==> src/rtl/cnn_pkg.sv <==
// Shared types and helpers for the CNN feature reader.
// Latency: n/a (declarations only).
// Backpressure: n/a. The CHKSUM state exists only when CNN_FEAT_CHECKSUM_EN is defined.
package cnn_pkg;

`ifdef CNN_FEAT_CHECKSUM_EN
    typedef enum logic [1:0] {
        ST_IDLE    = 2'd0,
        ST_HEADER  = 2'd1,
        ST_PAYLOAD = 2'd2,
        ST_CHKSUM  = 2'd3
    } state_e;
`else
    typedef enum logic [1:0] {
        ST_IDLE    = 2'd0,
        ST_HEADER  = 2'd1,
        ST_PAYLOAD = 2'd2
    } state_e;
`endif

    // The header word is split into two equal fields:
    // image size in the upper half and the payload word count in the lower half.
    localparam int HDR_NUM_FIELDS = 2;
    localparam int HDR_WORDS_LSB  = 0;

    function automatic int hdr_field_w(input int data_width);
        return data_width / HDR_NUM_FIELDS;
    endfunction

    // Number of payload words needed to carry the feature vector.
    function automatic int calc_words(input int num_features, input int data_width);
        return (num_features + data_width - 1) / data_width;
    endfunction

endpackage

==> src/rtl/cnn_feature_reader.sv <==
// Serialises a captured CNN feature vector into a header word plus ceil(NUM_FEATURES/DATA_WIDTH) payload words.
// Latency: out_valid_o rises one cycle after features_valid_i is accepted; one word per handshake after that.
// Backpressure: valid/ready. Outputs hold while stalled; features_valid_i during a frame is dropped and counted.
// Optional macro CNN_FEAT_CHECKSUM_EN appends an XOR-of-payload word, which then carries out_last_o.
// Ports: wb_clk_i/wb_rst_i (sync, active high); features_valid_i, extracted_features_in, image_size_in in;
//        out_data_o/out_valid_o/out_ready_i/out_last_o stream; frame_done_o, busy_o, drop_count_o status.
module cnn_feature_reader
    import cnn_pkg::*;
#(
    parameter int DATA_WIDTH          = 32,
    parameter int NUM_FEATURES        = 1280,
    parameter int MAX_IMAGE_SIZE_LOG2 = 9
) (
    input  logic                           wb_clk_i,
    input  logic                           wb_rst_i,
    input  logic                           features_valid_i,
    input  logic [NUM_FEATURES-1:0]        extracted_features_in,
    input  logic [MAX_IMAGE_SIZE_LOG2:0]   image_size_in,
    output logic [DATA_WIDTH-1:0]          out_data_o,
    output logic                           out_valid_o,
    input  logic                           out_ready_i,
    output logic                           out_last_o,
    output logic                           frame_done_o,
    output logic                           busy_o,
    output logic [7:0]                     drop_count_o
);

    localparam int WORDS  = calc_words(NUM_FEATURES, DATA_WIDTH);
    localparam int CAP_W  = WORDS * DATA_WIDTH;
    localparam int HDR_W  = hdr_field_w(DATA_WIDTH);
    localparam int SIZE_W = MAX_IMAGE_SIZE_LOG2 + 1;
    localparam int CNT_W  = (WORDS > 1) ? $clog2(WORDS) : 1;
    localparam logic [CNT_W-1:0] LAST_IDX = CNT_W'(WORDS - 1);
`ifdef CNN_FEAT_CHECKSUM_EN
    localparam bit CHK_EN = 1'b1;
`else
    localparam bit CHK_EN = 1'b0;
`endif

    state_e                  state_q, state_d;
    logic [CNT_W-1:0]        cnt_q, cnt_d;
    logic [CAP_W-1:0]        shift_q, shift_d;
    logic [DATA_WIDTH-1:0]   csum_q, csum_d;
    logic [DATA_WIDTH-1:0]   out_data_q, out_data_d;
    logic                    out_valid_q, out_valid_d;
    logic                    out_last_q, out_last_d;
    logic                    frame_done_q, frame_done_d;
    logic [7:0]              drop_q, drop_d;

    logic                    hs;
    logic                    final_hs;
    logic                    accept;
    logic                    drop;
    logic [CAP_W-1:0]        cap_in;
    logic [DATA_WIDTH-1:0]   hdr_word;
    logic [DATA_WIDTH-1:0]   next_word;

    always_comb begin
        state_d      = state_q;
        cnt_d        = cnt_q;
        shift_d      = shift_q;
        csum_d       = csum_q;
        out_data_d   = out_data_q;
        out_valid_d  = out_valid_q;
        out_last_d   = out_last_q;
        frame_done_d = 1'b0;
        drop_d       = drop_q;

        hs       = out_valid_q & out_ready_i;
        final_hs = hs & out_last_q;
        // A new vector arriving on the final handshake starts the next frame back to back.
        accept   = features_valid_i & ((state_q == ST_IDLE) | final_hs);
        drop     = features_valid_i & (state_q != ST_IDLE) & ~final_hs;

        cap_in                      = '0;
        cap_in[NUM_FEATURES-1:0]    = extracted_features_in;
        hdr_word                    = '0;
        hdr_word[HDR_W +: SIZE_W]   = image_size_in;
        hdr_word[HDR_WORDS_LSB +: HDR_W] = HDR_W'(WORDS);
        next_word                   = shift_q[DATA_WIDTH-1:0];

        // Words are preloaded into the output register on the handshake of the
        // previous word, so the checksum already covers every loaded word.
        case (state_q)
            ST_HEADER: begin
                if (hs) begin
                    state_d    = ST_PAYLOAD;
                    cnt_d      = '0;
                    out_data_d = next_word;
                    out_last_d = (WORDS == 1) && !CHK_EN;
                    shift_d    = shift_q >> DATA_WIDTH;
                    csum_d     = csum_q ^ next_word;
                end
            end
            ST_PAYLOAD: begin
                if (hs) begin
                    if (cnt_q == LAST_IDX) begin
`ifdef CNN_FEAT_CHECKSUM_EN
                        state_d    = ST_CHKSUM;
                        out_data_d = csum_q;
                        out_last_d = 1'b1;
`endif
                    end else begin
                        cnt_d      = cnt_q + 1'b1;
                        out_data_d = next_word;
                        out_last_d = ((cnt_q + 1'b1) == LAST_IDX) && !CHK_EN;
                        shift_d    = shift_q >> DATA_WIDTH;
                        csum_d     = csum_q ^ next_word;
                    end
                end
            end
            default: ;
        endcase

        if (final_hs) begin
            frame_done_d = 1'b1;
            state_d      = ST_IDLE;
            out_valid_d  = 1'b0;
            out_data_d   = '0;
            out_last_d   = 1'b0;
            cnt_d        = '0;
        end

        if (accept) begin
            state_d     = ST_HEADER;
            out_valid_d = 1'b1;
            out_data_d  = hdr_word;
            out_last_d  = 1'b0;
            shift_d     = cap_in;
            csum_d      = '0;
            cnt_d       = '0;
        end

        if (drop && (drop_q != 8'hFF)) begin
            drop_d = drop_q + 8'd1;
        end
    end

    always_ff @(posedge wb_clk_i) begin
        if (wb_rst_i) begin
            state_q      <= ST_IDLE;
            cnt_q        <= '0;
            csum_q       <= '0;
            out_data_q   <= '0;
            out_valid_q  <= 1'b0;
            out_last_q   <= 1'b0;
            frame_done_q <= 1'b0;
            drop_q       <= 8'd0;
        end else begin
            state_q      <= state_d;
            cnt_q        <= cnt_d;
            csum_q       <= csum_d;
            out_data_q   <= out_data_d;
            out_valid_q  <= out_valid_d;
            out_last_q   <= out_last_d;
            frame_done_q <= frame_done_d;
            drop_q       <= drop_d;
        end
    end

    // Capture/shift register holds no control state, so it is left out of reset.
    always_ff @(posedge wb_clk_i) begin
        shift_q <= shift_d;
    end

    assign out_data_o   = out_data_q;
    assign out_valid_o  = out_valid_q;
    assign out_last_o   = out_last_q;
    assign frame_done_o = frame_done_q;
    assign busy_o       = (state_q != ST_IDLE);
    assign drop_count_o = drop_q;

endmodule

==> config.mk <==
export PLATFORM = sky130hd
export DESIGN_NAME = cnn_feature_reader
export DESIGN_NICKNAME = d
export VERILOG_FILES = /design/src/rtl/cnn_pkg.sv /design/src/rtl/cnn_feature_reader.sv
export SDC_FILE = /design/constraint.sdc
export NUM_CORES = 2
export LEC_CHECK = 0
export CAP_MARGIN = 40
export CORE_AREA = 4 4 526 528
export CTS_BUF_LIST = sky130_fd_sc_hd__clkbuf_16
export DETAILED_ROUTE_END_ITERATION = 16
export DIE_AREA = 0 0 530 532
export REMOVE_ABC_BUFFERS = 1
export SYNTH_ARGS = -nofsm -noshare
export SYNTH_HDL_FRONTEND = slang
export SYNTH_SLANG_ARGS = --single-unit
export TNS_END_PERCENT = 1
==> constraint.sdc <==
create_clock -name wb_clk_i -period 127.6 [get_ports wb_clk_i]
set_clock_uncertainty 0.2 [all_clocks]
set_input_delay 31.9 -clock wb_clk_i [delete_from_list [all_inputs] [get_ports wb_clk_i]]
set_output_delay 31.9 -clock wb_clk_i [all_outputs]
set_load 0.005 [all_outputs]
After elaboration in Yosys (flattened, before gate mapping)
Index checks and enable logic that the tools add are counted.

word-level totals
  flip-flop bits (word level) = 1331
  bits of input ports = 1294
  output and inout port bits = 44

operators by class
  add/subtract/negate cells = 2
  eq/ne operators = 14
  muxes and demuxes = 26
  bitwise operators = 7
  reduce and logical (&&, ||, !) cells = 15

operator list
  kind                   number
  $mux W1280             4
  $pmux W1280 S2         1
  $mux W32               3
  $pmux W32 S2           1
  $mux W26               2
  $mux W6                3
  $eq A6 B6 Y1 const B   2
  $ne A4 B4 Y1 const B   3
  $pmux W6 S2            1
  $reduce_and A4 Y1      3
  $mux W1                10
  $ne A3 B3 Y1 const B   3
  $reduce_bool A3 Y1     3
  $add A8 B1 Y8 const B  1
  $ne A8 B8 Y1 const B   1
  $add A6 B1 Y6 const B  1
  $ne A2 B2 Y1 const B   3
  $reduce_bool A2 Y1     3
  $and A1 B1 Y1          5
  $reduce_and A2 Y1      2
  $reduce_bool A4 Y1     1
  $reduce_or A3 Y1       1
  $eq A2 B1 Y1 const B   1
  $eq A2 B2 Y1 const B   1
  other kinds (5)        5

Depth between registers and ports, before layout
  depth after elaboration = 6
  gate-level depth with buffers = 10

Least setup slack after synthesis
Ideal clock, no wire load.

  path type = input port to flip-flop
  from = input out_ready_i
  to = register shift_q[0], enable pin
  arrival time = 53.168 ns
  data required time = 118.622 ns
  path slack = 65.453 ns
  stages = 5
  path through = and2_1 o221ai_1 buf_4 buf_4 nand2_1

between the ends
  longest elaborated chain between the ends = 6

RTL lines
  element                                                              RTL line                   RTL
  start, declared                                                      cnn_feature_reader.sv:21   input logic out_ready_i,
  $and A1 B1 Y1 (*)                                                    cnn_feature_reader.sv:69   hs = out_valid_q & out_ready_i;
  $and A1 B1 Y1                                                        cnn_feature_reader.sv:70   final_hs = hs & out_last_q;
  $or A1 B1 Y1                                                         cnn_feature_reader.sv:72   accept = features_valid_i & ((state_q == ST_IDLE) | final_hs);
  $and A1 B1 Y1                                                        cnn_feature_reader.sv:72
  $ne A3 B3 Y1 (no source line) or $reduce_bool A3 Y1 (tied branches)  n/a
  $reduce_and A4 Y1 (no source line) (*)                               n/a
  end signal, assigned                                                 cnn_feature_reader.sv:163  shift_q <= shift_d;
  end, declared                                                        cnn_feature_reader.sv:42   logic [CAP_W-1:0] shift_q, shift_d;

Mark *: on every way between the ends. The rest lies on a longest branch, timed or not.
A chain may end at the register's enable or synchronous reset.

Worst setup path in the final report
  from = input features_valid_i
  to = register shift_q[575], data pin

between the ends
  longest elaborated chain between the ends = 2

RTL lines
  element           RTL line                   RTL
  start, declared   cnn_feature_reader.sv:16   input logic features_valid_i,
  $and A1 B1 Y1     cnn_feature_reader.sv:72
  $mux W1280        cnn_feature_reader.sv:124  if (accept) begin
  via shift_d[575]  cnn_feature_reader.sv:42

The timed path passes the listed nets, and every way through them passes these cells.

==> flow_summary.yaml <==
critical_path:
  cp-end-kind: "flip-flop"
  cp_slowest_cell: "buf_4"
  r2r-end: "shift_q[575]$_DFFE_PP_"
  critPathMaxStageDelay_ns: 0.78
  ff2ff_setup_slack_ns: 121.32
  critPathRequiredTime_ns: 128.07
  worstPathArrival_ns: 37.78
  crit_path_max_fanout: 155
  timing.rr.start: "state_q[1]$_SDFFE_PP0P_"
  path_class: "input pin to flip-flop"
  start_kind: "input pin"
  path_cells: "clkdlybuf4s50_1 -> nor2b_4 -> buf_4 -> buf_4 -> buf_12 -> buf_4 -> buf_4 -> buf_4 -> nand2_1 -> nand2_1"
  crit_top_cell: "buf_4"
  r2r_cells: 12
clock_tree:
  clkSlewWorstSetupHoldPaths_ns: 0.06
  tritoncts.num_buffers: 164
  cts_sinks: 1331
  cts_buffer_depth: 4
  cts_tree: "yes"
  root_buffer: "clkbuf_16"
  cts_resized: 0
  cts-hold-fix-buffers: 0
  h-tree-depth: 4
  clock_latency_ns: 0.80
  cts_setup_buffers: 0
yosys:
  synthCells: 5603
  ys_ff_latch: 1331
  synth_area_leaders: "edfxtp_1 (68%), nand2_1 (25%), dfxtp_1 (1.8%), buf_2 (1.8%), buf_4 (0.53%)"
  seq_area_frac_synth_pct: 69.78
  synthArstFlopShare_pct: 0
  synth_top_area_cell: "edfxtp_1"
  syn_avg_cell_area_um2: 10.09
  synth.distinct_cells: 49
  yosys_warnings: 0
  synth-main-ff-cell: "edfxtp_1"
  yosysTopAreaCellShare_pct: 67.97
  syn_area_mm2: 0.05655
  synth_edf_count: 1280
pwr:
  vdd_drop_max_mv: 0.009116
  power_density_mw_per_mm2: 14.72
  p_total_mw: 1.159
  leakage_nw: 32.60
layout:
  area.growth.synth_to_final_pct: 39.33
  num-nets-final: 8159
  drive_above_1_share_pct: 4.024
  seq_area_mm2: 0.03946
  n_fill_cell: 28280
  multi_input_area_mm2: 0.01553
  fin_cells: 10600
timing:
  maxSlewViolCount: 0
  rsz0062_at_grt: "no"
  hold_viol: 0
  clock.fmax_mhz: 26.80
  setup_viol: 0
  finalCriticalPeriod_ns: 37.31
  tns_ns: 0
  period_share_pct: 29.24
  slew_headroom_pct: 15.14
  tightest_slew_ns: 1.273
die:
  die-area_mm2: 0.2820
  die_h_um: 532
  core_mm2: 0.2724
  die_w_um: 530
  initial_core_util_pct: 20.76
  row_count: 192
  ios: 1338
global_route:
  grtUsageTotal_pct: 13.70
  grt_pass1_vias: 43010
  overflow: 0
  grt_pass1_wl_mm: 287.6
  grt_max_degree: 184
  antenna_found_initial: 81
placement:
  place_congestion: 0.8916
  dp_cells: 10280
  dpl.hpwl_mm: 151.8
  port_buffers: 1337
drt:
  wl_mm: 205.4
  post-route-drc-count: 0
  first_iter_violations: 3775
  wl_per_cell_um: 19.38
  ant_nets: 0
  vias: 43200
  routed_via_density: 4.077
  drt_pre_antenna_iters: 5
hold_path:
  holdCritStartpoint: "out_data_o[19]$_SDFFE_PP0P_"
  hold_class: "flip-flop to flip-flop"
  hold_depth: 2
  min_to: "out_data_o[19]$_SDFFE_PP0P_"
outcome:
  status: "finished, final reports clean"
run:
  drv_cap: 0
[synthesized netlist by cell type, drive strengths merged, types with 3 or more instances]
| library cell | count |
|---|---|
| mux2i | 22 |
| edfxtp | 1280 |
| and2 | 33 |
| buf | 248 |
| a31oi | 3 |
| nor2 | 31 |
| inv | 18 |
| o21ai | 17 |
| ha | 6 |
| or3 | 3 |
| nor2b | 12 |
| nand3 | 6 |
| a21oi | 12 |
| clkbuf | 50 |
| dfxtp | 51 |
| nand2 | 3755 |
| a211oi | 15 |
| a221oi | 12 |
[how the worst max path moves through the flow]
| stage | from | to |
|---|---|---|
| floorplan | out_ready_i | shift_q[0]$_DFFE_PP_ |
| global placement | features_valid_i | shift_q[569]$_DFFE_PP_ |
| detailed placement | features_valid_i | shift_q[575]$_DFFE_PP_ |
| CTS | features_valid_i | shift_q[575]$_DFFE_PP_ |
| global route | features_valid_i | shift_q[575]$_DFFE_PP_ |
| finish | features_valid_i | shift_q[575]$_DFFE_PP_ |
[registers in the layout, summed over array words and instances, names as in the netlist]
name / flops
out_last_o: 1
out_data_o: 32
cnt_q: 6
frame_done_o: 1
drop_count_o: 8
out_valid_o: 1
state_q: 2
shift_q: 1280
[cell usage in the layout, fill, tap and decap left out, drive strengths merged, types with 3 or more instances in the layout]
master and count:
nand2 3755, clkdlybuf4s50 1337, edfxtp 1280, clkbuf 167, inv 65, clkinv 59, dfxtp 51, buf 51
and2 33, nor2 31, diode 24, mux2i 22, o21ai 17, a211oi 15, a221oi 12, a21oi 12
nor2b 12, bufinv 11, ha 6, clkinvlp 6, nand3 6, or3 3, a31oi 3
[cells by family (layout without fill, tap and decap cells)]
| kind of cell | count (synthesis) | after routing | synth area share (%) |
|---|---|---|---|
| AO/OA/AOI/OAI | 71 | 71 | 0.9072 |
| AND/OR/NAND/NOR | 3854 | 3854 | 25.92 |
| adder cells (fa/ha/maj) | 6 | 6 | 0.1328 |
| flip-flops | 1331 | 1331 | 69.78 |
| XOR/XNOR | 3 | 3 | 0.04647 |
| multiplexers | 22 | 22 | 0.3894 |
| buffers and inverters | 316 | 1696 | 2.828 |
| other | 0 | 24 | 0 |
[critical path, delay by kind of cell]
kind                   cells  cell delay [ns]
buffers and inverters      7             4.73
and+or+nand+nor            3             0.66
[layer usage]
layer	share of wire (%)	up-vias	track usage [%]
li1	-	20710	-
met1	39	20470	15.94
met2	49	1582	23.73
met3	8.6	349	4.369
met4	3.1	88	4.512
met5	0.28	-	0
[where the power goes]
group / switching (mW) / leakage [nW] / internal, mW
combinational: 0.0893 / 17.1 / 0.0636
sequential: 0.0153 / 12.9 / 0.544
clock: 0.188 / 2.62 / 0.260
[area by class of cell]
cell class | instances | area share (%)
sequential | 1331 | 50.08
multi-input combinational | 3956 | 19.71
timing repair buffer | 1388 | 17.88
tap | 3589 | 5.700
clock buffer | 167 | 5.304
clock inverter | 123 | 1.163
inverter | 18 | 0.08576
antenna | 24 | 0.07623
[stage by stage]
step	util [%]	worst slack, ns	hold WS (ns)	area (um2)
2_1_floorplan	-	-40.76	0.2419	55020
3_3_place_gp	26.93	89.80	0.2558	73360
3_5_place_dp	27.03	89.67	0.2571	73630
4_1_cts	28.90	90.49	0.2557	78720
5_1_grt	28.91	90.01	0.2821	78760
6_report	28.92	90.29	0.2628	78780
Note: power is estimated with default switching activity, not from simulation.
